==> src/rtl/rx_cfg_pkg.sv <==
// rx_cfg_pkg: shared types and helpers for the RX configuration sequencer.
//   state_t           sequencer states
//   ADDR_*            shadow register addresses on cfg_addr
//   gain_step_toward  moves a value toward a goal by at most one step, no overshoot
package rx_cfg_pkg;

    typedef enum logic [2:0] {
        IDLE,
        RAMP_DOWN,
        APPLY,
        SETTLE,
        RAMP_UP
    } state_t;

    localparam logic [2:0] ADDR_DDC   = 3'd0;
    localparam logic [2:0] ADDR_DEMIX = 3'd1;
    localparam logic [2:0] ADDR_DUC1  = 3'd2;
    localparam logic [2:0] ADDR_DUC2  = 3'd3;
    localparam logic [2:0] ADDR_DUC3  = 3'd4;
    localparam logic [2:0] ADDR_GAIN1 = 3'd5;
    localparam logic [2:0] ADDR_GAIN2 = 3'd6;
    localparam logic [2:0] ADDR_GAIN3 = 3'd7;

    localparam int unsigned NUM_PHASES = 5;
    localparam int unsigned NUM_GAINS  = 3;

    // Operands are zero-extended to 32 bits by the caller, so neither the
    // subtraction nor the addition can wrap for gain widths below 32.
    function automatic logic [31:0] gain_step_toward(
        input logic [31:0] cur,
        input logic [31:0] tgt,
        input logic [31:0] step
    );
        logic [31:0] result;
        if (cur > tgt)
            result = ((cur - tgt) > step) ? (cur - step) : tgt;
        else
            result = ((tgt - cur) > step) ? (cur + step) : tgt;
        return result;
    endfunction

endpackage

==> src/rtl/rx_config_sequencer_gain_ramp.sv <==
// rx_gain_ramp: one live gain register that steps on each tick.
//   clock, reset  DSP clock, asynchronous active-high reset (gain -> 0)
//   tick          advance one ramp step this cycle
//   mode          0 = ramp toward zero, 1 = ramp toward target
//   target        shadow gain used when mode = 1
//   gain          live gain
//   at_target     gain equals the current goal (zero or target)
module rx_gain_ramp
    import rx_cfg_pkg::*;
#(
    parameter int unsigned GAIN_W    = 8,
    parameter int unsigned GAIN_STEP = 4
) (
    input  logic              clock,
    input  logic              reset,
    input  logic              tick,
    input  logic              mode,
    input  logic [GAIN_W-1:0] target,
    output logic [GAIN_W-1:0] gain,
    output logic              at_target
);

    logic [GAIN_W-1:0] goal;

    assign goal      = mode ? target : '0;
    assign at_target = (gain == goal);

    always_ff @(posedge clock or posedge reset) begin
        if (reset)
            gain <= '0;
        else if (tick)
            gain <= GAIN_W'(gain_step_toward(32'(gain), 32'(goal), 32'(GAIN_STEP)));
    end

endmodule

==> src/rtl/rx_config_sequencer.sv <==
// rx_config_sequencer: shadows the RX DSP tuning registers and applies them
// glitch-free. A phase change ramps all DUC gains to zero, loads all five
// phase increments at once, waits for the pipeline to flush, then ramps the
// gains back to their shadow targets. Without a phase change only the gain
// ramp runs.
//   clock, reset         DSP clock, asynchronous active-high reset
//   cfg_valid/cfg_ready  shadow write handshake (ready only in IDLE)
//   cfg_addr, cfg_data   0..4 phase shadows, 5..7 gain shadows (low GAIN_W bits)
//   commit               apply request, sampled only in IDLE
//   busy                 sequence in progress
//   done                 one-cycle pulse at sequence completion
//   *_phase_inc          live phase increments to the core
//   gain_duc1..3         live gains to the core
module rx_config_sequencer
    import rx_cfg_pkg::*;
#(
    parameter int unsigned PHASE_W       = 16,
    parameter int unsigned GAIN_W        = 8,
    parameter int unsigned RAMP_DIV      = 16,
    parameter int unsigned GAIN_STEP     = 4,
    parameter int unsigned SETTLE_CYCLES = 64
) (
    input  logic               clock,
    input  logic               reset,
    input  logic               cfg_valid,
    output logic               cfg_ready,
    input  logic [2:0]         cfg_addr,
    input  logic [PHASE_W-1:0] cfg_data,
    input  logic               commit,
    output logic               busy,
    output logic               done,
    output logic [PHASE_W-1:0] ddc_phase_inc,
    output logic [PHASE_W-1:0] demix_phase_inc,
    output logic [PHASE_W-1:0] duc1_phase_inc,
    output logic [PHASE_W-1:0] duc2_phase_inc,
    output logic [PHASE_W-1:0] duc3_phase_inc,
    output logic [GAIN_W-1:0]  gain_duc1,
    output logic [GAIN_W-1:0]  gain_duc2,
    output logic [GAIN_W-1:0]  gain_duc3
);

    localparam int unsigned DIV_W    = (RAMP_DIV > 1) ? $clog2(RAMP_DIV) : 1;
    localparam int unsigned SETTLE_W = (SETTLE_CYCLES > 1) ? $clog2(SETTLE_CYCLES) : 1;
    localparam logic [DIV_W-1:0]    DIV_LAST    = DIV_W'(RAMP_DIV - 1);
    localparam logic [SETTLE_W-1:0] SETTLE_LAST = SETTLE_W'(SETTLE_CYCLES - 1);

    state_t                state;
    state_t                state_next;
    logic [DIV_W-1:0]      div_cnt;
    logic [SETTLE_W-1:0]   settle_cnt;

    logic [PHASE_W-1:0]    phase_shadow [NUM_PHASES];
    logic [PHASE_W-1:0]    phase_post   [NUM_PHASES];
    logic [PHASE_W-1:0]    phase_live   [NUM_PHASES];
    logic [GAIN_W-1:0]     gain_shadow  [NUM_GAINS];
    logic [GAIN_W-1:0]     gain_live    [NUM_GAINS];
    logic [NUM_GAINS-1:0]  at_target;

    logic                  wr_en;
    logic                  phase_changed;
    logic                  ramping;
    logic                  tick;
    logic                  all_at_target;

    assign wr_en         = cfg_valid & cfg_ready;
    assign ramping       = (state == RAMP_DOWN) || (state == RAMP_UP);
    assign tick          = ramping && (div_cnt == DIV_LAST);
    assign all_at_target = &at_target;

    // Shadow values as they will be after this cycle's write, so a write
    // issued together with commit takes part in the phase comparison.
    always_comb begin
        for (int unsigned i = 0; i < NUM_PHASES; i++)
            phase_post[i] = (wr_en && (cfg_addr == 3'(ADDR_DDC + i))) ? cfg_data : phase_shadow[i];
        phase_changed = 1'b0;
        for (int unsigned i = 0; i < NUM_PHASES; i++)
            if (phase_post[i] != phase_live[i])
                phase_changed = 1'b1;
    end

    always_comb begin
        state_next = state;
        case (state)
            IDLE:      if (commit) state_next = phase_changed ? RAMP_DOWN : RAMP_UP;
            RAMP_DOWN: if (all_at_target) state_next = APPLY;
            APPLY:     state_next = SETTLE;
            SETTLE:    if (settle_cnt == SETTLE_LAST) state_next = RAMP_UP;
            RAMP_UP:   if (all_at_target) state_next = IDLE;
            default:   state_next = IDLE;
        endcase
    end

    always_ff @(posedge clock or posedge reset) begin
        if (reset) begin
            state      <= IDLE;
            busy       <= 1'b0;
            cfg_ready  <= 1'b1;
            done       <= 1'b0;
            div_cnt    <= '0;
            settle_cnt <= '0;
            for (int unsigned i = 0; i < NUM_PHASES; i++) begin
                phase_shadow[i] <= '0;
                phase_live[i]   <= '0;
            end
            for (int unsigned i = 0; i < NUM_GAINS; i++)
                gain_shadow[i] <= '0;
        end else begin
            state     <= state_next;
            busy      <= (state_next != IDLE);
            cfg_ready <= (state_next == IDLE);
            done      <= (state == RAMP_UP) && (state_next == IDLE);

            // Divider restarts on every state entry and wraps on each tick.
            div_cnt    <= (ramping && (state_next == state) && !tick) ? div_cnt + 1'b1 : '0;
            settle_cnt <= ((state == SETTLE) && (state_next == SETTLE)) ? settle_cnt + 1'b1 : '0;

            if (wr_en) begin
                for (int unsigned i = 0; i < NUM_PHASES; i++)
                    if (cfg_addr == 3'(ADDR_DDC + i))
                        phase_shadow[i] <= cfg_data;
                for (int unsigned i = 0; i < NUM_GAINS; i++)
                    if (cfg_addr == 3'(ADDR_GAIN1 + i))
                        gain_shadow[i] <= cfg_data[GAIN_W-1:0];
            end

            // Live phases are registered on the edge entering APPLY so they
            // are visible for the whole APPLY cycle, one cycle after the
            // gains reach zero.
            if ((state == RAMP_DOWN) && (state_next == APPLY))
                for (int unsigned i = 0; i < NUM_PHASES; i++)
                    phase_live[i] <= phase_shadow[i];
        end
    end

    for (genvar g = 0; g < NUM_GAINS; g++) begin : g_ramp
        rx_gain_ramp #(
            .GAIN_W    (GAIN_W),
            .GAIN_STEP (GAIN_STEP)
        ) u_ramp (
            .clock     (clock),
            .reset     (reset),
            .tick      (tick),
            .mode      (state == RAMP_UP),
            .target    (gain_shadow[g]),
            .gain      (gain_live[g]),
            .at_target (at_target[g])
        );
    end

    assign ddc_phase_inc   = phase_live[0];
    assign demix_phase_inc = phase_live[1];
    assign duc1_phase_inc  = phase_live[2];
    assign duc2_phase_inc  = phase_live[3];
    assign duc3_phase_inc  = phase_live[4];
    assign gain_duc1       = gain_live[0];
    assign gain_duc2       = gain_live[1];
    assign gain_duc3       = gain_live[2];

endmodule

==> config.mk <==
export PLATFORM = sky130hd
export DESIGN_NAME = rx_config_sequencer
export DESIGN_NICKNAME = d
export VERILOG_FILES = /design/src/rtl/rx_cfg_pkg.sv /design/src/rtl/rx_config_sequencer_gain_ramp.sv /design/src/rtl/rx_config_sequencer.sv
export SDC_FILE = /design/constraint.sdc
export NUM_CORES = 1
export LEC_CHECK = 0
export ABC_CLOCK_PERIOD_IN_PS = 14880
export BUFFER_PORTS_ARGS = -buffer_cell sky130_fd_sc_hd__buf_2
export CORE_ASPECT_RATIO = 0.6
export CORE_MARGIN = 4
export CORE_UTILIZATION = 27
export CTS_BUF_LIST = sky130_fd_sc_hd__clkbuf_16
export DETAILED_ROUTE_END_ITERATION = 8
export SETUP_SLACK_MARGIN = 0.02
export SLEW_MARGIN = 20
export SYNTH_ARGS = -nofsm -noshare
export SYNTH_HDL_FRONTEND = slang
export SYNTH_SLANG_ARGS = --single-unit
==> constraint.sdc <==
create_clock -name clock -period 14.88 [get_ports clock]
set_input_delay 2.976 -clock clock [delete_from_list [all_inputs] [get_ports clock]]
set_output_delay 2.976 -clock clock [all_outputs]
set_load 0.02 [all_outputs]
Yosys cells after proc, flatten, opt, wreduce, memory -nomap -nowiden
Index checks and enable logic that the tools add are counted.
Word-level totals
  register bits after elaboration: 224
  latch bits: 0
  memory bits (writable): 0
  memory bits (read-only): 0
  input bits: 23
  output and inout bits: 107
  logic and storage cells: 126
  memories kept: 0
Operators by class
  $add $sub $neg: 14
  multipliers: 0
  divide/modulo/power cells: 0
  magnitude comparators: 9
  eq/ne operators: 24
  shift-type cells: 0
  multiplexer cells: 30
  bitwise operators: 1
  reduce and logical (&&, ||, !) cells: 26
Operators by type and width (number)
  $gt 32x3->1 const B: 6
  $mux 8: 12
  $mux 16: 5
  $ne 16x16->1: 5
  $sub 8x8->9: 6
  $add 8x3->8 const B: 3
  $eq 8x8->1: 3
  $gt 8x8->1: 3
  $sub 8x3->8 const B: 3
  $eq 3x2->1 const B: 6
  $reduce_and 2->1: 8
  $eq 3x3->1 const B: 5
  $mux 3: 5
  $pmux 3 s5: 1
  $logic_and 1x1->1: 11
  $logic_not 3->1: 3
  $add 6x1->6 const B: 1
  $eq 3x1->1 const B: 2
  $eq 6x6->1 const B: 1
  $mux 6: 1
  $mux 1: 5
  $add 4x1->4 const B: 1
  $eq 4x4->1 const B: 1
  $mux 4: 1
  other kinds (6): 6

Logic depth before layout (Yosys ltp)
Gate-level depths: netlist of the first run.
  depth after elaboration: 16
  mapped depth: 16
  mapped depth without buffers: 14

Cells and area by module
A second synthesis of the first run with hierarchy kept.
Unflattened totals
  cells, all modules: 1632
  area, all modules: 14851.7 um^2
By module, submodules not included
  rx_config_sequencer: instances 1, cells an instance 1025, area each 10132.2 um^2
  rx_gain_ramp at g_ramp[1].u_ramp: instances 1, cells an instance 211, area each 1580.3 um^2
  rx_gain_ramp at g_ramp[0].u_ramp: instances 1, cells an instance 198, area each 1571.5 um^2
  rx_gain_ramp at g_ramp[2].u_ramp: instances 1, cells an instance 198, area each 1567.8 um^2

Worst setup path after synthesis of the first run
Ideal clock, no wire load.
  kind: input to register
  start: input cfg_addr[2]
  end: register state[2]
  setup time: 0.092 ns
  data arrival time: 5.026 ns
  setup slack: 9.762 ns
  stages: 10
  buffers on the path: 1
  path through: and4b_1 and2_1 buf_2 mux2_4 o2bb2ai_1 or4_1 nor4_1 and4_1 a31oi_1 o31ai_2
On the way
  word-level cells in the longest chain between the ends: 12
  elaborated cells on any way between the ends: 28
  classes of those cells: eq/ne: 9; mux: 13; reduce/logical: 6
RTL lines
  start: declaration: RTL line rx_config_sequencer.sv:27  | input logic [2:0] cfg_addr,
  $logic_not 3->1: RTL line rx_config_sequencer.sv:74  | phase_post[i] = (wr_en && (cfg_addr == 3'(ADDR_DDC + i))) ? cfg_data : phase_shadow[i];
  $logic_and 1x1->1: RTL line rx_config_sequencer.sv:74
  $mux 16: RTL line rx_config_sequencer.sv:74
  $ne 16x16->1: RTL line rx_config_sequencer.sv:77  | if (phase_post[i] != phase_live[i])
  $mux 1 (4 in series): RTL line rx_config_sequencer.sv:77
  $mux 1 (*): RTL line rx_config_sequencer.sv:77
  $mux 3 (*) (2 in series): RTL line rx_config_sequencer.sv:84  | IDLE: if (commit) state_next = phase_changed ? RAMP_DOWN : RAMP_UP;
  $pmux 3 s5 (*): RTL line rx_config_sequencer.sv:83  | case (state)
  via state_next[2]: RTL line rx_config_sequencer.sv:48  | state_t state_next;
  end signal: assignment: RTL line rx_config_sequencer.sv:108  | state <= state_next;
  end: declaration: RTL line rx_config_sequencer.sv:47  | state_t state;
Mark *: on every way through the listed nets, which the timed path passes. The rest lies on a longest branch.
A chain may end at the register's enable or synchronous reset.

Worst setup path after layout of the first run
Same ends and word-level chain as after synthesis.

==> results of run 1 <==
-- stage by stage --
step | worst slack, ns | power, uW
after floorplan | 5.77 | 933
after global placement | 8.73 | 1080
after detailed placement | 8.61 | 1080
after CTS | 9.18 | 1750
after global routing | 8.92 | 1810
final | 9.12 | 1730
-- where the power goes --
part | total (uW) | switching (uW) | internal [uW]
sequential | 733 | 64.2 | 669
combinational | 338 | 211 | 127
clock | 662 | 266 | 396
total | 1730 | 542 | 1190
-- worst max-delay path: stages --
cell and delay, ns:
buf_2 0.12, and4b_1 0.38, and2_1 0.86, mux2_4 0.36
o2bb2ai_1 0.12, or4_1 0.43, nor4_1 0.38, and4_1 0.27
a31oi_1 0.11, o31ai_2 0.18
-- layer usage --
| layer | vias to the layer above | GRT usage, % |
|---|---|---|
| li1 | 4689 | - |
| met3 | 46 | 4.06 |
| met2 | 305 | 22.5 |
| met5 | - | 0 |
| met4 | 4 | 3.58 |
| met1 | 5038 | 23.4 |
-- cell type report --
type | instances | area [um^2]
Multi-Input combinational cell | 864 | 6390
Tap cell | 630 | 788
Clock buffer | 25 | 626
Timing Repair Buffer | 139 | 721
Clock inverter | 21 | 246
Inverter | 114 | 435
Sequential cell | 224 | 5610
Fill cell | 4762 | 31400
-- flip-flops by register name, summed over array words and instances (netlist names), 3 cells and up --
| signal | cells |
|---|---|
| duc2_phase_inc | 16 |
| phase_shadow | 80 |
| state | 3 |
| demix_phase_inc | 16 |
| duc1_phase_inc | 16 |
| duc3_phase_inc | 16 |
| div_cnt | 4 |
| g_ramp.u_ramp.gain | 24 |
| gain_shadow | 24 |
| settle_cnt | 6 |
| ddc_phase_inc | 16 |
-- worst max path at each step --
stage	startpoint	to	cells after the start
floorplan	reset	busy$_DFF_PP0_	1
global placement	cfg_addr[2]	state[2]$_DFF_PP0_	10
detailed placement	cfg_addr[2]	state[2]$_DFF_PP0_	10
CTS	cfg_addr[2]	state[2]$_DFF_PP0_	10
global route	cfg_addr[2]	state[2]$_DFF_PP0_	10
finish	cfg_addr[2]	state[2]$_DFF_PP0_	10
-- placed cells by master, fill, tap and decap left out, drive strengths merged, types with 6 or more instances in the layout --
| master | netlist | layout |
|---|---|---|
| a211oi | 8 | 8 |
| a21oi | 40 | 40 |
| a221oi | 12 | 12 |
| a22oi | 9 | 9 |
| a2bb2oi | 9 | 9 |
| a31oi | 7 | 7 |
| and2 | 8 | 8 |
| and3 | 9 | 9 |
| buf | 19 | 139 |
| clkbuf | 22 | 25 |
| clkinv | 1 | 8 |
| dfrtp | 223 | 223 |
| ha | 56 | 56 |
| inv | 113 | 119 |
| mux2 | 126 | 126 |
| mux2i | 34 | 34 |
| nand2 | 106 | 106 |
| nand2b | 10 | 10 |
| nand3 | 40 | 40 |
| nand3b | 6 | 6 |
| nand4 | 13 | 13 |
| nor2 | 49 | 49 |
| nor2b | 12 | 12 |
| nor3 | 23 | 23 |
| nor4 | 11 | 11 |
| o211ai | 10 | 10 |
| o21a | 13 | 13 |
| o21ai | 77 | 77 |
| o21bai | 6 | 6 |
| o22ai | 10 | 10 |
| o31ai | 12 | 12 |
| or2 | 8 | 8 |
| or3 | 9 | 9 |
| xnor2 | 39 | 39 |
| xor2 | 22 | 22 |
-- kinds of logic (layout without fill, tap and decap cells) --
logic type / after synthesis / count (layout) / synth area share [%]
buf+inv: 155 / 299 / 4.88
mux: 160 / 160 / 14.0
compound gates: 264 / 264 / 14.1
simple gates: 323 / 323 / 12.7
fa+ha+maj: 56 / 56 / 5.56
flops: 224 / 224 / 44.5
xor+xnor: 61 / 61 / 4.24
==> run metrics, run 1 <==
Worst IR Drop VDD 0.0639 mV; r2r setup slk 10.56 ns; IO buf count 129; DRC Markers 0; Final Core Density 32.0%; first-pass GRT wire length 61.4 mm; Leak Pwr 0.00733 uW; Clock Sinks 224; endpoints failing hold 0; CTS tree yes; die area 50300 um^2; worst clock skew 0.0254 ns; crit path launch type input port; GRT Total Usage 15.7%; ys async rst share 100%; power per cell area 117 nW/um^2; Placer Congestion 0.898; core box area 46300 um^2; max-cap violation count 0; Max transition margin 30.6%; Clock Path Buffers 3; drt first pass iters 5; Post-Syn Instances 1243; WP data required 15.33 ns; IO Count 130; Initial DRC Count 884; Worst-Margin Slew 1.04 ns; CTS Root Cell clkbuf_16; final worst-path cycle share 38.7%; routed metal-1 wirelength 19.4 mm; Cell Count, Final, Fillers Out 2017; Most used DFF post-synth dfrtp_1; vias per inst 5.00; type of the most critical hold path reg2reg; setup bufs post-CTS 0; Initial Util 27.3%; Setup crit end kind register; Tmin final 5.76 ns; count leader, synth dfrtp_1; clock-pin slew on the worst setup and hold paths 0.06 ns; Cells after DPL 1971; WL met2 16.8 mm; DP Area 13900 um^2; top layer in use met5; synth warn 0; syn avg cell area 10.1 um^2; setup TNS 0 ns; area grow syn2layout 17.5%; vias in the first global route 9788; synth top area cells dfrtp_1 44%, mux2_2 11%, ha_1 5.6%, inv_1 3.4%, nand2_1 3.2%; Hold WS 0.460 ns; Syn Nets 1322; DIE WIDTH 287 um; # diodes 0; Arrival @ worst endpoint 6.20 ns; nets@finish 1447; WL per Instance 20.0 um; Worst R2R End ddc_phase_inc[15]$_DFFE_PP0P_; Setup CP Type in2reg; met3 wire len 3.05 mm; share of post-route cells with drive strength above 1 23.3%; Yosys reg bits 224; sequential share of the synthesized area 44.5%; Detailed Route WL 40.3 mm; post-synth top area cell dfrtp_1; Cell Rows 61; Hold Buf Count CTS 0; status finished clean; post-synthesis cell area 12600 um^2; FF-to-FF Start state[2]$_DFF_PP0_; WHS Endpoint div_cnt[0]$_DFF_PP0_; Crit Path Max Fanout 22; unrepaired setup endpoints after global routing no; CTS Buf Count 25; setup violators final 0; via count 10.1k; synth unique cells 75; hpwl dp 30.2 mm; PostCTS Resize Cnt 0; EDFF count, synth 0; worst r2r path cells 13; antenna viol nets, final 0; largest net degree at the start of global routing 99; Hold Startpoint div_cnt[0]$_DFF_PP0_; Synth top cells by count 223 x dfrtp_1, 125 x mux2_2, 113 x inv_1, 106 x nand2_1, 76 x o21ai_0; GR Overflow Total 0; H-tree level count 1; Max Fclk 0.174 GHz; initial antenna violation count 2; clk_lat worst skew 0.54 ns; Slew Viols, Final 0; Yosys top cell area share 44.3%; post-route cell area 14800 um^2; Die H 175 um; hold path cells 1
No activity file was read; power rests on OpenSTA's default activity.
==> run 2, diff against run 1 <==
- ABC_CLOCK_PERIOD_IN_PS: 14880 -> 5700
- clock period: 14.88 -> 5.7 ns (I/O delays scaled with it)
==> run 2 against run 1 <==
Sequential share of layout area fell by 0.28 points. Setup slack got worse by 7.6 ns. Flip-flop and latch count did not move. Final cell count barely moved. Die area did not move. Core utilization rose by 0.24 points. Highest routed layer is now met4.
==> run metrics, run 2 (same netlist as run 1, synthesis figures left out) <==
type of the most critical hold path reg2reg; Worst-Margin Slew 1.10 ns; worst path bufs/invs 2; Setup crit end kind register; GRT Total Usage 15.8%; final worst-path cycle share 73.0%; vias per inst 5.01; most common cell after layout, fill and taps aside dfrtp_1; DP Area 14000 um^2; setup ws final 1.54 ns; DRC Markers 0; status finished clean; Clock Path Buffers 3; setup bufs post-CTS 0; power per cell area 314 nW/um^2; setup violators final 0; Worst path max stage delay 0.58 ns; drt first pass iters 5; # diodes 0; hpwl dp 30.4 mm; crit path launch type register; nets@finish 1448; area grow syn2layout 18.4%; antenna viol nets, final 0; Reg with most FFs phase_shadow; endpoints failing hold 0; worst r2r path cells 14; largest net degree at the start of global routing 134; slowest CP cell a2111oi_0; Hold Startpoint settle_cnt[0]$_DFF_PP0_; Crit Path Max Fanout 24; hold path cells 1; CTS Buf Count 26; WHS Endpoint settle_cnt[0]$_DFF_PP0_; vias in the first global route 9684; WL per Instance 20.2 um; die area 50300 um^2; Leak Pwr 0.00737 uW; CTS Root Cell clkbuf_16; Hold Buf Count CTS 0; most frequent cells in the layout 223 x dfrtp_1, 129 x buf_2, 125 x mux2_2; via count 10.1k; DP Worst Slack 1.25 ns; Initial Util 27.3%; Initial DRC Count 957; IO Count 130; Arrival @ worst endpoint 4.61 ns; post-route cell area 14900 um^2; PostCTS Resize Cnt 0; share of post-route cells with drive strength above 1 23.4%; Cell Rows 61; biggest regs phase_shadow x80, g_ramp.u_ramp.gain x24, gain_shadow x24; WP data required 6.15 ns; Tmin final 4.16 ns; worst clock skew 0.0302 ns; FF-to-FF Start state[1]$_DFF_PP0_; Detailed Route WL 40.8 mm; Max Fclk 0.240 GHz; Max transition margin 26.7%; clock-pin slew on the worst setup and hold paths 0.06 ns; Slew Viols, Final 0; max-cap violation count 0; r2r setup slk 1.54 ns; CTS tree yes; IO buf count 129; Clock Sinks 224; Die H 175 um; setup TNS 0 ns; GR Overflow Total 0; core box area 46300 um^2; H-tree level count 1; Worst IR Drop VDD 0.203 mV; Top Family by Delay on Critical Path simple AND/OR/NAND/NOR gates; DIE WIDTH 287 um; max reg flops 80; Worst R2R End g_ramp[1].u_ramp.gain[2]$_DFFE_PP0P_; Setup CP Type reg2reg; first-pass GRT wire length 61.7 mm; worst path cell trace nor3_2 -> buf_4 -> nand2_1 -> inv_1 -> ha_1 -> nor2b_1 -> or2_1 -> and3b_1 -> a2111oi_0 -> o211ai_1 -> or3_1 -> o22a_1 -> or3_1 -> o211ai_1; clk_lat worst skew 0.55 ns; initial antenna violation count 0; unrepaired setup endpoints after global routing no; Placer Congestion 0.867
run 2: through the flow:
step / instances / util (%) / hold WS, ns / total power, uW
CTS: 2018 / 32.3 / 0.463 / 4730
floorplan: 1243 / - / 0.433 / 2440
finish: 2018 / 32.3 / 0.461 / 4690
detailed placement: 1971 / 30.2 / 0.455 / 2830
global route: 2018 / 32.3 / 0.495 / 4880
global placement: 1971 / 30.2 / 0.450 / 2820
run 2: worst max path at each step:
stage	startpoint	endpoint	slack, ns	cells after the start
finish	state[1]$_DFF_PP0_	g_ramp[1].u_ramp.gain[2]$_DFFE_PP0P_	1.54	14
global route	state[1]$_DFF_PP0_	g_ramp[0].u_ramp.gain[1]$_DFFE_PP0P_	1.22	14
CTS	state[1]$_DFF_PP0_	g_ramp[0].u_ramp.gain[1]$_DFFE_PP0P_	1.59	14
detailed placement	cfg_addr[2]	state[2]$_DFF_PP0_	1.25	10
global placement	cfg_addr[2]	state[2]$_DFF_PP0_	1.38	10
floorplan	reset	busy$_DFF_PP0_	1.64	1
run 2: area by class of cell:
| type | count | area (um^2) |
|---|---|---|
| multi-input cells | 864 | 6390 |
| repair buffers | 139 | 746 |
| fillers | 4771 | 31300 |
| inverters | 114 | 432 |
| well taps | 630 | 788 |
| clock inverters | 20 | 287 |
| flip-flops and latches | 224 | 5610 |
| clock buffers | 27 | 676 |
run 2: worst register-to-register path: cells and delay by family (launching register included):
| kind | cells | cell delay, ns |
|---|---|---|
| fa+ha+maj | 1 | 0.23 |
| flops | 1 | 0.50 |
| simple gates | 7 | 1.78 |
| buf+inv | 2 | 0.38 |
| compound gates | 4 | 1.15 |
run 2: where the power goes:
group / internal (uW) / switching, uW
combinational: 333 / 551
sequential: 1750 / 175
clock: 1180 / 704
total: 3260 / 1430
run 2: metal layers:
metal | up-vias | share of wire (%) | global-route usage (%)
met3 | 42 | 7.6 | 4.25
li1 | 4715 | - | -
met1 | 5015 | 49 | 23.7
met2 | 339 | 42 | 22.9
met5 | - | 0 | 0
met4 | 0 | 1.8 | 2.67
